--- src/rtl/bp_perf_monitor_pkg.sv ---
// Shared types and constants for the branch-prediction performance monitor.
package bp_perf_pkg;

    // Monitor operating states.
    typedef enum logic [1:0] {
        IDLE = 2'd0,
        RUN  = 2'd1,
        HALT = 2'd2,
        DUMP = 2'd3
    } bp_perf_state_e;

    // Counter / stream word index.
    typedef enum logic [1:0] {
        CYCLES   = 2'd0,
        INSTRS   = 2'd1,
        BRANCHES = 2'd2,
        MISSES   = 2'd3
    } bp_perf_idx_e;

    localparam int NUM_CNT = 4;

    localparam logic [31:0] DEFAULT_NOP_INSN  = 32'h0000_0013;
    localparam logic [31:0] DEFAULT_HALT_INSN = 32'h0000_0073;

    // A fetched word counts as an instruction unless it is the canonical
    // NOP or an all-zero bubble.
    function automatic logic is_counted_insn(logic [31:0] insn, logic [31:0] nop);
        return (insn != nop) && (insn != 32'h0);
    endfunction

endpackage

--- src/rtl/bp_perf_monitor_if.sv ---
// Valid/ready stream carrying counter snapshot words out of the monitor.
interface bp_perf_monitor_if #(
    parameter int unsigned CNT_W = 32
);
    logic [CNT_W-1:0] data;
    logic [1:0]       idx;
    logic             vld;
    logic             last;
    logic             rdy;

    modport master (
        output data,
        output idx,
        output vld,
        output last,
        input  rdy
    );

    modport slave (
        input  data,
        input  idx,
        input  vld,
        input  last,
        output rdy
    );
endinterface

--- src/rtl/bp_perf_monitor_sat_counter.sv ---
// Event counter that sticks at all-ones instead of wrapping.
module sat_counter #(
    parameter int unsigned W = 32
) (
    input  logic         clk_i,
    input  logic         rst_ni,
    input  logic         clr_i,
    input  logic         inc_i,
    output logic [W-1:0] cnt_o
);
    logic [W-1:0] cnt_reg;

    // Clear has priority over increment; a full counter ignores increments.
    always_ff @(posedge clk_i) begin
        if (!rst_ni || clr_i) begin
            cnt_reg <= '0;
        end else if (inc_i && (cnt_reg != {W{1'b1}})) begin
            cnt_reg <= cnt_reg + W'(1);
        end
    end

    assign cnt_o = cnt_reg;

endmodule

--- src/rtl/bp_perf_monitor.sv ---
// Branch-prediction performance monitor: counts cycles, instructions,
// branches and mispredicts while the core runs, and streams a snapshot of
// the four counters on request.
module bp_perf_monitor
    import bp_perf_pkg::*;
#(
    parameter int unsigned CNT_W     = 32,
    parameter logic [31:0] HALT_INSN = DEFAULT_HALT_INSN,
    parameter logic [31:0] NOP_INSN  = DEFAULT_NOP_INSN
) (
    input  logic              clk_i,
    input  logic              rst_ni,
    input  logic              en_i,
    input  logic              clr_i,
    input  logic              br_miss_i,
    input  logic              br_instr_i,
    input  logic [31:0]       instr_i,
    input  logic              dump_req_i,
    bp_perf_monitor_if.master stream,
    output logic              halted_o,
    output logic              busy_o
);

    bp_perf_state_e   state_reg;
    bp_perf_state_e   ret_reg;

    logic             counting;
    logic             clr_live;
    logic             halt_seen;
    logic             dump_start;
    logic             handshake;
    logic [NUM_CNT-1:0] inc;

    logic [CNT_W-1:0] cnt        [NUM_CNT];
    logic [CNT_W-1:0] cnt_next   [NUM_CNT];
    logic [CNT_W-1:0] shadow_reg [NUM_CNT];

    logic [CNT_W-1:0] data_reg;
    logic [1:0]       idx_reg;
    logic             vld_reg;
    logic             last_reg;
    logic             busy_reg;
    logic             halted_reg;

    // Decode this cycle's counter increments and control events. Counting
    // continues through a dump only when the dump was taken from RUN and no
    // halt has been seen since.
    always_comb begin
        counting   = (state_reg == RUN) || ((state_reg == DUMP) && (ret_reg == RUN));
        clr_live   = clr_i && (state_reg != DUMP);
        halt_seen  = counting && (instr_i == HALT_INSN);
        dump_start = dump_req_i && !clr_i && ((state_reg == RUN) || (state_reg == HALT));
        handshake  = vld_reg && stream.rdy;

        inc           = '0;
        inc[CYCLES]   = counting;
        inc[INSTRS]   = counting && is_counted_insn(instr_i, NOP_INSN);
        inc[BRANCHES] = counting && br_instr_i;
        inc[MISSES]   = counting && br_miss_i;
    end

    // One saturating counter per event; cnt_next is the value the counter
    // takes at the coming edge so a snapshot includes the request cycle.
    genvar gi;
    generate
        for (gi = 0; gi < NUM_CNT; gi++) begin : g_cnt
            sat_counter #(
                .W(CNT_W)
            ) u_cnt (
                .clk_i  (clk_i),
                .rst_ni (rst_ni),
                .clr_i  (clr_live),
                .inc_i  (inc[gi]),
                .cnt_o  (cnt[gi])
            );

            assign cnt_next[gi] = (inc[gi] && (cnt[gi] != {CNT_W{1'b1}}))
                                ? cnt[gi] + CNT_W'(1) : cnt[gi];
        end
    endgenerate

    // Control FSM with registered stream outputs, shadow capture and halt flag.
    always_ff @(posedge clk_i) begin
        if (!rst_ni) begin
            state_reg  <= IDLE;
            ret_reg    <= RUN;
            data_reg   <= '0;
            idx_reg    <= 2'd0;
            vld_reg    <= 1'b0;
            last_reg   <= 1'b0;
            busy_reg   <= 1'b0;
            halted_reg <= 1'b0;
            for (int i = 0; i < NUM_CNT; i++) begin
                shadow_reg[i] <= '0;
            end
        end else begin
            if (clr_live) begin
                halted_reg <= 1'b0;
            end else if (halt_seen) begin
                halted_reg <= 1'b1;
            end

            case (state_reg)
                IDLE: begin
                    if (en_i) begin
                        state_reg <= RUN;
                    end
                end
                RUN: begin
                    // A clear restarts the counts but keeps the run going.
                    if (!clr_i && halt_seen) begin
                        state_reg <= HALT;
                    end
                end
                HALT: begin
                    if (clr_i) begin
                        state_reg <= IDLE;
                    end
                end
                DUMP: begin
                    if (halt_seen) begin
                        ret_reg <= HALT;
                    end
                    if (handshake) begin
                        if (last_reg) begin
                            vld_reg   <= 1'b0;
                            last_reg  <= 1'b0;
                            busy_reg  <= 1'b0;
                            idx_reg   <= 2'd0;
                            state_reg <= halt_seen ? HALT : ret_reg;
                        end else begin
                            idx_reg  <= idx_reg + 2'd1;
                            data_reg <= shadow_reg[idx_reg + 2'd1];
                            last_reg <= (idx_reg == 2'd2);
                        end
                    end
                end
                default: state_reg <= IDLE;
            endcase

            // Snapshot request overrides the RUN/HALT transitions above;
            // a halt in the request cycle makes HALT the return state.
            if (dump_start) begin
                state_reg <= DUMP;
                ret_reg   <= ((state_reg == HALT) || halt_seen) ? HALT : RUN;
                busy_reg  <= 1'b1;
                vld_reg   <= 1'b1;
                last_reg  <= 1'b0;
                idx_reg   <= 2'd0;
                data_reg  <= cnt_next[CYCLES];
                for (int i = 0; i < NUM_CNT; i++) begin
                    shadow_reg[i] <= cnt_next[i];
                end
            end
        end
    end

    assign stream.data = data_reg;
    assign stream.idx  = idx_reg;
    assign stream.vld  = vld_reg;
    assign stream.last = last_reg;
    assign halted_o    = halted_reg;
    assign busy_o      = busy_reg;

endmodule

--- src/flat_wrapper.sv ---
// flat-port wrapper written by rule: the top's interface ports become plain ports
module bp_perf_monitor_flat import bp_perf_pkg::*;
#(
    parameter int unsigned CNT_W     = 32,
    parameter logic [31:0] HALT_INSN = DEFAULT_HALT_INSN,
    parameter logic [31:0] NOP_INSN  = DEFAULT_NOP_INSN
)
  (clk_i, rst_ni, en_i, clr_i, br_miss_i, br_instr_i, instr_i, dump_req_i, halted_o, busy_o, stream_data, stream_idx, stream_vld, stream_last, stream_rdy);
  bp_perf_monitor_if #(.CNT_W(CNT_W)) stream_i ();
  input  logic clk_i;
  input  logic rst_ni;
  input  logic en_i;
  input  logic clr_i;
  input  logic br_miss_i;
  input  logic br_instr_i;
  input  logic [31:0] instr_i;
  input  logic dump_req_i;
  output logic halted_o;
  output logic busy_o;
  output wire logic [$bits(stream_i.data)-1:0] stream_data;
  output wire logic [$bits(stream_i.idx)-1:0] stream_idx;
  output wire logic [$bits(stream_i.vld)-1:0] stream_vld;
  output wire logic [$bits(stream_i.last)-1:0] stream_last;
  input wire logic [$bits(stream_i.rdy)-1:0] stream_rdy;
  assign stream_data = stream_i.data;
  assign stream_idx = stream_i.idx;
  assign stream_vld = stream_i.vld;
  assign stream_last = stream_i.last;
  assign stream_i.rdy = stream_rdy;
  bp_perf_monitor #(.CNT_W(CNT_W), .HALT_INSN(HALT_INSN), .NOP_INSN(NOP_INSN)) u_core (.clk_i(clk_i), .rst_ni(rst_ni), .en_i(en_i), .clr_i(clr_i), .br_miss_i(br_miss_i), .br_instr_i(br_instr_i), .instr_i(instr_i), .dump_req_i(dump_req_i), .stream(stream_i), .halted_o(halted_o), .busy_o(busy_o));
endmodule
--- config.mk ---
export PLATFORM = sky130hd
export DESIGN_NAME = bp_perf_monitor_flat
export DESIGN_NICKNAME = d
export VERILOG_FILES = /design/src/rtl/bp_perf_monitor_pkg.sv /design/src/rtl/bp_perf_monitor_if.sv /design/src/rtl/bp_perf_monitor_sat_counter.sv /design/src/rtl/bp_perf_monitor.sv /design/src/flat_wrapper.sv
export SDC_FILE = /design/constraint.sdc
export NUM_CORES = 1
export LEC_CHECK = 0
export CORE_ASPECT_RATIO = 1.2
export CORE_MARGIN = 4
export CORE_UTILIZATION = 50
export DETAILED_ROUTE_END_ITERATION = 10
export PLACE_DENSITY = 0.74
export SETUP_SLACK_MARGIN = 0.15
export SKIP_LAST_GASP = 1
export SYNTH_ARGS = -nofsm -noshare
export SYNTH_HDL_FRONTEND = slang
export SYNTH_SLANG_ARGS = --single-unit
export TNS_END_PERCENT = 50
--- constraint.sdc ---
create_clock -name clk_i -period 4.25 [get_ports clk_i]
set_clock_uncertainty 0.05 [all_clocks]
set_input_delay 0.85 -clock clk_i [delete_from_list [all_inputs] [get_ports clk_i]]
set_output_delay 0.85 -clock clk_i [all_outputs]
set_load 0.02 [all_outputs]
# After elaboration in Yosys (flattened, before gate mapping)
# Memories as Yosys holds them, arrays and structs flattened.
# Cells that the tools add are included.
[word_totals]
ff_bits = 169
rom_bits = 0
mem_count = 1
ramBits = 128
in_bits = 40
out_inout_bits = 38
latch_bits = 0
[memory_table]
columns = ["memory", "depth", "width", "read_ports", "rd_ports_with_merged_regs", "wr", "line", "rtl"]
rows = [
  ["u_core.shadow_reg", 4, 32, 1, 0, 4, "bp_perf_monitor.sv:36", "logic [CNT_W-1:0] shadow_reg [NUM_CNT];"],
]
[classes]
div = 0
n_mul = 0
shift = 0
order_cmp = 0
muxes = 33
bitwise = 5
n_eq_ne = 18
addsub = 5
reduce_logical = 32
[ops]
columns = ["cell", "n"]
rows = [
  ["$mux 32", 12],
  ["$add 32x1->32 const B", 4],
  ["$ne 32x32->1 const B", 4],
  ["$eq 32x7->1 const B", 1],
  ["$ne 32x5->1 const B", 1],
  ["$reduce_bool 32->1", 1],
  ["$mux 2", 11],
  ["$logic_and 1x1->1", 15],
  ["$mux 1", 9],
  ["$ne 3x2->1 const B", 3],
  ["$pmux 2 s4", 1],
  ["$eq 2x2->1 const B", 3],
  ["$ne 3x1->1 const B", 2],
  ["$reduce_and 3->1", 2],
  ["$reduce_bool 2->1", 3],
  ["$reduce_and 5->1", 1],
  ["$eq 2x1->1 const B", 2],
  ["$logic_or 1x1->1", 4],
  ["$or 1x1->1", 4],
  ["$reduce_or 2->1", 2],
  ["$add 2x1->2 const B", 1],
  ["$logic_not 1->1", 2],
  ["$logic_not 2->1", 1],
  ["$ne 2x1->1 const B", 1],
  ["3 further kinds", 3],
]

# Logic depth before layout (Yosys ltp)
# Gate-level depths: netlist of the first run.
[depth]
ltp_word = 9
mapped_depth = 10

# Hierarchy
# A second synthesis of the first run with hierarchy kept.
[unflattened]
hier_cells = 1945
area_unflattened_um2 = 17813.3
[modules_own_cells]
columns = ["mod", "n_inst", "area_each_um2", "cells_per_inst"]
rows = [
  ["bp_perf_monitor", 1, 11214.5, 1171],
  ["sat_counter at u_core.g_cnt[0].u_cnt ...", 3, 1667.8, 195],
  ["sat_counter at u_core.g_cnt[3].u_cnt", 1, 1595.3, 189],
]

# Worst setup path after synthesis of the first run
# Ideal clock, no wire load.
[synth_timing]
path_type = "input-to-reg"
start = "input clr_i"
end = "memory u_core.shadow_reg[0][0], enable pin"
cell_stages = 4
setup_ns = 1.131
setup_slack_ns = -0.337
arrival_ns = 3.406
cell_sequence = "inv_1 > nand3_1 > clkbuf_1 > nand2_1"
[synth_lines]
columns = ["element", "line", "rtl"]
rows = [
  ["start, declared", "flat_wrapper.sv:13", "input logic clr_i;"],
  ["end, declared", "bp_perf_monitor.sv:36", ""],
]

==> results.json, run 1 <==
{
  "area_growth_pct": 15.6,
  "ctsHoldBuffers": 0,
  "max-cap-violations": 0,
  "core_area_sq_um": 26300,
  "drc": 0,
  "dp_cells": 1649,
  "rows": 65,
  "min_path_type": "reg2reg",
  "finalWirelength_mm": 32.9,
  "port_buffers": 77,
  "htreeDepth": 1,
  "arrival_ps": 3600,
  "clk_pin_slew_ps": 70,
  "rsz0062_at_grt": "false",
  "syn_nets": 1337,
  "layout-drive-gt1-share_pct": 8.78,
  "yosys_warnings": 0,
  "syn_inst": 1286,
  "pre_cts_slack_ps": 844,
  "die-height_um": 187,
  "yosysTopAreaCellShare_pct": 28.9,
  "place_area_sq_um": 14500,
  "syn_avg_cell_area_sq_um": 10.3,
  "grt_pass1_wl_mm": 52.7,
  "worstPathMaxFanout": 14,
  "drtIter0Drc": 976,
  "nets": 1395,
  "maxSlewViolCount": 0,
  "timing.final.crit_share_pct": 79.1,
  "cp_slowest_stage_delay_ps": 660,
  "hold_start": "u_core.halted_o",
  "synth_edf_count": 128,
  "ys_seq_area_share_pct": 54.3,
  "wl_per_cell_um": 19.4,
  "cp-end-kind": "flip-flop",
  "synthTopCellsByCount": "nor2_1, dfxtp_1, edfxtp_1",
  "powerDensity_nw_per_um2": 455,
  "synth.distinct_cells": 58,
  "synth_most_common_cell": "nor2_1",
  "ctsLongestPathBuffers": 3,
  "hpwl_mm": 22.0,
  "ys.flop_type": "dfxtp_1",
  "postCtsResizedCells": 0,
  "antenna_left": 0,
  "critical_path_class": "reg2reg",
  "max_clock_freq_ghz": 0.297,
  "start_kind": "flip-flop",
  "crit_slowest_cell": "nand2_1",
  "fin_setup_tns_ps": 0,
  "cts_buffers": 28,
  "status": "complete, no violations",
  "hold_viol_final": 0,
  "fin_cells": 1701,
  "synth_area_sq_um": 13300,
  "layout_min_cycle_time_ps": 3360,
  "setup_violations": 0,
  "slew_headroom_pct": 24.0,
  "utilization_pct": 58.5,
  "final_area_sq_um": 15400,
  "synth_area_leaders": "edfxtp_1, dfxtp_1, nor2_1",
  "via_per_inst": 5.97,
  "drt_first_pass_iters": 6,
  "cts_sinks": 297,
  "die_x_um": 157,
  "die_area_sq_um": 29300,
  "cts_setup_buffers": 0,
  "reg2regPathDepth": 6,
  "hold_depth": 2,
  "grt_max_degree": 110,
  "r2r-start": "u_core.state_reg[0]",
  "p_leak_nw": 4.91,
  "grt.total_usage_pct": 22.1,
  "start_util_pct": 50.6,
  "postLayoutSetupSlackWorst_ps": 886,
  "cts_tree": "built",
  "tightestPinTransition_ps": 1130,
  "grt-ovfl-total": 0,
  "root_buffer": "clkbuf_16",
  "insertion_delay_ps": 550,
  "synth_area_leader_cell": "edfxtp_1",
  "r2r_end": "u_core.shadow_reg[1][13]",
  "grt_pass1_vias": 10000,
  "antenna_found_initial": 0,
  "routabilityCongestion": 0.866,
  "path_cells": "ha_1 > nand3b_1 > nand2_1 > nand3_1 > nor3_1 > mux2i_1",
  "diodes": 0,
  "crit_required_ps": 4490,
  "num_io_pins": 78,
  "ir_drop_mv": 0.221,
  "async_flop_share_pct": 0,
  "rrSetupSlack_ps": 890,
  "holdPathEnd": "u_core.halted_o",
  "vias": 10200,
  "synth-seq-cells": 297
}
[layout make-up]
| type | count | area, sq um |
|---|---|---|
| clock buffers | 33 | 751 |
| clock inverters | 19 | 163 |
| fillers | 2174 | 10900 |
| inverters | 20 | 75.1 |
| multi-input cells | 901 | 5780 |
| flip-flops and latches | 297 | 7230 |
| well taps | 335 | 419 |
| repair buffers | 96 | 951 |
[placed cells by master, fill, tap and decap left out, types with 4 or more instances in the layout]
master,count
a221oi_1,26
clkdlybuf4s50_1,77
inv_1,19
o21ai_0,19
xnor2_1,54
clkbuf_16,29
or4b_2,4
and4_1,14
xor2_1,53
and2_1,8
nand2b_1,7
edfxtp_1,128
or4_1,7
nor2_1,261
and3_1,26
nand3_1,50
mux2i_1,17
dfxtp_1,168
or3_1,15
buf_4,16
nor4b_1,4
nand4_1,46
clkinvlp_4,6
clkinv_2,5
mux4_2,32
ha_1,11
nor4_1,22
nor3_1,23
nand2_1,98
a21oi_1,54
clkinv_1,4
[metal layers]
| metal | vias to the layer above | part of all wire [%] | track usage (%) |
|---|---|---|---|
| met5 | - | 0 | 0 |
| met4 | 0 | 2.4 | 6.04 |
| met3 | 58 | 7.0 | 2.69 |
| met2 | 351 | 48 | 36.2 |
| met1 | 5004 | 42 | 31.1 |
| li1 | 4744 | - | - |
[cell families after synthesis]
| group | count (synthesis) | synth area share, % |
|---|---|---|
| and+or+nand+nor | 608 | 22.2 |
| AOI/OAI and AO/OA | 126 | 6.13 |
| buffers and inverters | 88 | 2.58 |
| xor gates and xnor gates | 107 | 7.05 |
| DFF | 297 | 54.3 |
| muxes | 49 | 6.70 |
| adders and majority gates | 11 | 1.03 |
[power breakdown]
group	switching, mW	internal, mW
Sequential	0.124	3.24
Clock	1.12	1.39
Combinational	0.719	0.412
[worst max-delay path by stage]
| stage | from | end | slack (ps) |
|---|---|---|---|
| after floorplan | clr_i | u_core.shadow_reg[0][0] | 980 |
| after global placement | instr_i[0] | u_core.shadow_reg[1][1] | 890 |
| after detailed placement | instr_i[0] | u_core.shadow_reg[1][1] | 840 |
| after CTS | u_core.state_reg[0] | u_core.shadow_reg[1][13] | 960 |
| after global routing | u_core.state_reg[0] | u_core.stream.data[13] | 760 |
| final | u_core.state_reg[0] | u_core.shadow_reg[1][13] | 890 |
[through the flow]
step | power (mW) | hold WS, ps
floorplan | 4.08 | 389
global placement | 4.52 | 413
detailed placement | 4.54 | 420
CTS | 7.03 | 444
global route | 7.26 | 467
finish | 7.00 | 441
[critical path, delay by kind of cell (launching register included)]
| kind | cells | cell delay, ps |
|---|---|---|
| adders and majority gates | 1 | 420 |
| muxes | 1 | 130 |
| DFF | 1 | 440 |
| and+or+nand+nor | 4 | 2070 |
Power figures use the tool's default switching activity.
==> run 2, diff against run 1 <==
==> constraint.sdc (replaced) <==
create_clock -name clk_i -period 2.9 [get_ports clk_i]
set_clock_uncertainty 0.05 [all_clocks]
set_input_delay 0.58 -clock clk_i [delete_from_list [all_inputs] [get_ports clk_i]]
set_output_delay 0.58 -clock clk_i [all_outputs]
set_load 0.02 [all_outputs]
==> results.json, run 2 (synthesized netlist as in run 1, its figures left out) <==
{
  "layout_commonest_cell": "nor2_1",
  "htreeDepth": 1,
  "clk_pin_slew_ps": 60,
  "die_area_sq_um": 29300,
  "dp_cells": 1706,
  "wl_per_cell_um": 18.9,
  "cp-end-kind": "flip-flop",
  "netSwitchingFraction_pct": 26.7,
  "p_int_mw": 7.98,
  "critical_path.top_delay_family": "simple AND/OR/NAND/NOR gates",
  "place_area_sq_um": 15000,
  "antenna_left": 0,
  "crit_required_ps": 3120,
  "hold_viol_final": 0,
  "min_path_type": "reg2reg",
  "routabilityCongestion": 0.891,
  "die-height_um": 187,
  "crit_buf_inv": 0,
  "ctsHoldBuffers": 0,
  "mostFrequentLayoutCells": "nor2_1, dfxtp_1, edfxtp_1",
  "cts_buffers": 29,
  "insertion_delay_ps": 540,
  "hpwl_mm": 23.0,
  "num_io_pins": 78,
  "max_clock_freq_ghz": 0.373,
  "power.switching_mw": 2.91,
  "cts_tree": "built",
  "p_comb_share_pct": 17.3,
  "r2r-start": "u_core.g_cnt[0].u_cnt.cnt_o[2]",
  "status": "complete, no violations",
  "path_cells": "and4_1 > or3b_4 > or4_4 > nor4_4 > xnor2_2 > nor2_1",
  "drc": 0,
  "layout-drive-gt1-share_pct": 13.6,
  "n_fill_cell": 2071,
  "max-cap-violations": 0,
  "timing.final.crit_share_pct": 92.4,
  "rsz0062_at_grt": "true",
  "grt_pass1_wl_mm": 53.5,
  "vias": 10300,
  "hold_start": "u_core.ret_reg[1]",
  "worstPathMaxFanout": 5,
  "fin_cells": 1763,
  "root_buffer": "clkbuf_16",
  "arrival_ps": 2900,
  "grt.total_usage_pct": 22.5,
  "drt_first_pass_iters": 5,
  "setup_violations": 0,
  "diodes": 0,
  "via_per_inst": 5.86,
  "nets": 1457,
  "crit_start": "u_core.g_cnt[0].u_cnt.cnt_o[2]",
  "rows": 65,
  "crit_slowest_cell": "or4_4",
  "fin_setup_tns_ps": 0,
  "maxSlewViolCount": 0,
  "die_x_um": 157,
  "grt_max_degree": 105,
  "start_util_pct": 50.6,
  "start_kind": "flip-flop",
  "port_buffers": 77,
  "layout_min_cycle_time_ps": 2680,
  "slew_headroom_pct": 44.3,
  "final_area_sq_um": 16100,
  "ctsLongestPathBuffers": 3,
  "powerDensity_nw_per_um2": 675,
  "cp_slowest_stage_delay_ps": 570,
  "power_frac_clock_pct": 37.6,
  "critical_path_class": "reg2reg",
  "grt_pass1_vias": 10300,
  "area_growth_pct": 21.3,
  "tightestPinTransition_ps": 832,
  "utilization_pct": 61.4,
  "core_area_sq_um": 26300,
  "ir_drop_mv": 0.285,
  "finalWirelength_mm": 33.3,
  "pwr-share-seq_pct": 45.2,
  "cts_sinks": 297,
  "p_leak_nw": 5.34,
  "antenna_found_initial": 0,
  "drtIter0Drc": 877,
  "grt-ovfl-total": 0
}
run 2: changes by cell type in the layout (fill, tap and decap cells not counted), sizes merged:
cell      delta
bufinv       +2
clkbuf       +6
buf         +61
clkinvlp     -5
clkinv       -2
run 2: worst min-delay path: stages (launching register included):
cell,delay (ps)
dfxtp_1,330
inv_1,50
a21oi_1,50
run 2: layer usage:
layer / vias to the layer above / global-route usage, % / wire length (um)
li1: 4871 / - / -
met3: 58 / 3.41 / 2110
met1: 5033 / 29.9 / 14000
met5: - / 0 / 0
met4: 0 / 6.71 / 822
met2: 361 / 37.9 / 16400
run 2: power groups by stage:
stage	Sequential, mW	Clock (mW)	Combinational [mW]
2_1_floorplan	5.06	0	0.902
5_1_grt	4.95	4.32	2.03
3_3_place_gp	4.99	0	1.80
4_1_cts	4.92	4.13	1.84
6_report	4.92	4.09	1.88
3_5_place_dp	5.01	0	1.82
run 2: what timing repair did:
action | 4_1_cts | 5_1_grt
setup buffers | 0 | 4
resized for setup | 1 | 12
pin swaps | 0 | 2
endpoints found under the setup margin | 7 | 76
endpoints found under the hold margin | 0 | 0
run 2: final timing paths:
check	endpoint	slack [ps]	depth (start not counted)
worst max-delay path	u_core.shadow_reg[0][31]	220	6
worst min register to register	u_core.ret_reg[1]	430	2
worst min-delay path	u_core.ret_reg[1]	430	2
worst max register to register	u_core.shadow_reg[0][31]	220	6
run 2: layout make-up:
type	count	area, sq um	share of cell area [%]
tap	335	419	2.60
sequential	297	7230	44.8
inverter	20	75.1	0.466
clock inverter	14	181	1.13
clock buffer	39	867	5.38
multi-input combinational	901	5840	36.2
timing repair buffer	157	1510	9.36
run 2: metrics by stage:
stage	hold slack (ps)	worst slack (ps)	power [mW]
final	426	219	10.9
after global routing	472	88.9	11.3
after global placement	414	20.8	6.79
after detailed placement	417	-35.1	6.83
after floorplan	389	-72.5	5.96
after CTS	427	122	10.9
==> run 3, diff against run 2 <==
--- a/config.mk
+++ b/config.mk
@@ -8,7 +8,9 @@
 export CORE_ASPECT_RATIO = 1.2
 export CORE_MARGIN = 4
 export CORE_UTILIZATION = 50
+export CTS_CLUSTER_SIZE = 16
 export DETAILED_ROUTE_END_ITERATION = 10
+export GPL_TIMING_DRIVEN = 1
 export PLACE_DENSITY = 0.74
 export SETUP_SLACK_MARGIN = 0.15
 export SKIP_LAST_GASP = 1
==> results of run 3 <==
No change in the layout: final DEF, timing and power equal those of run 2.
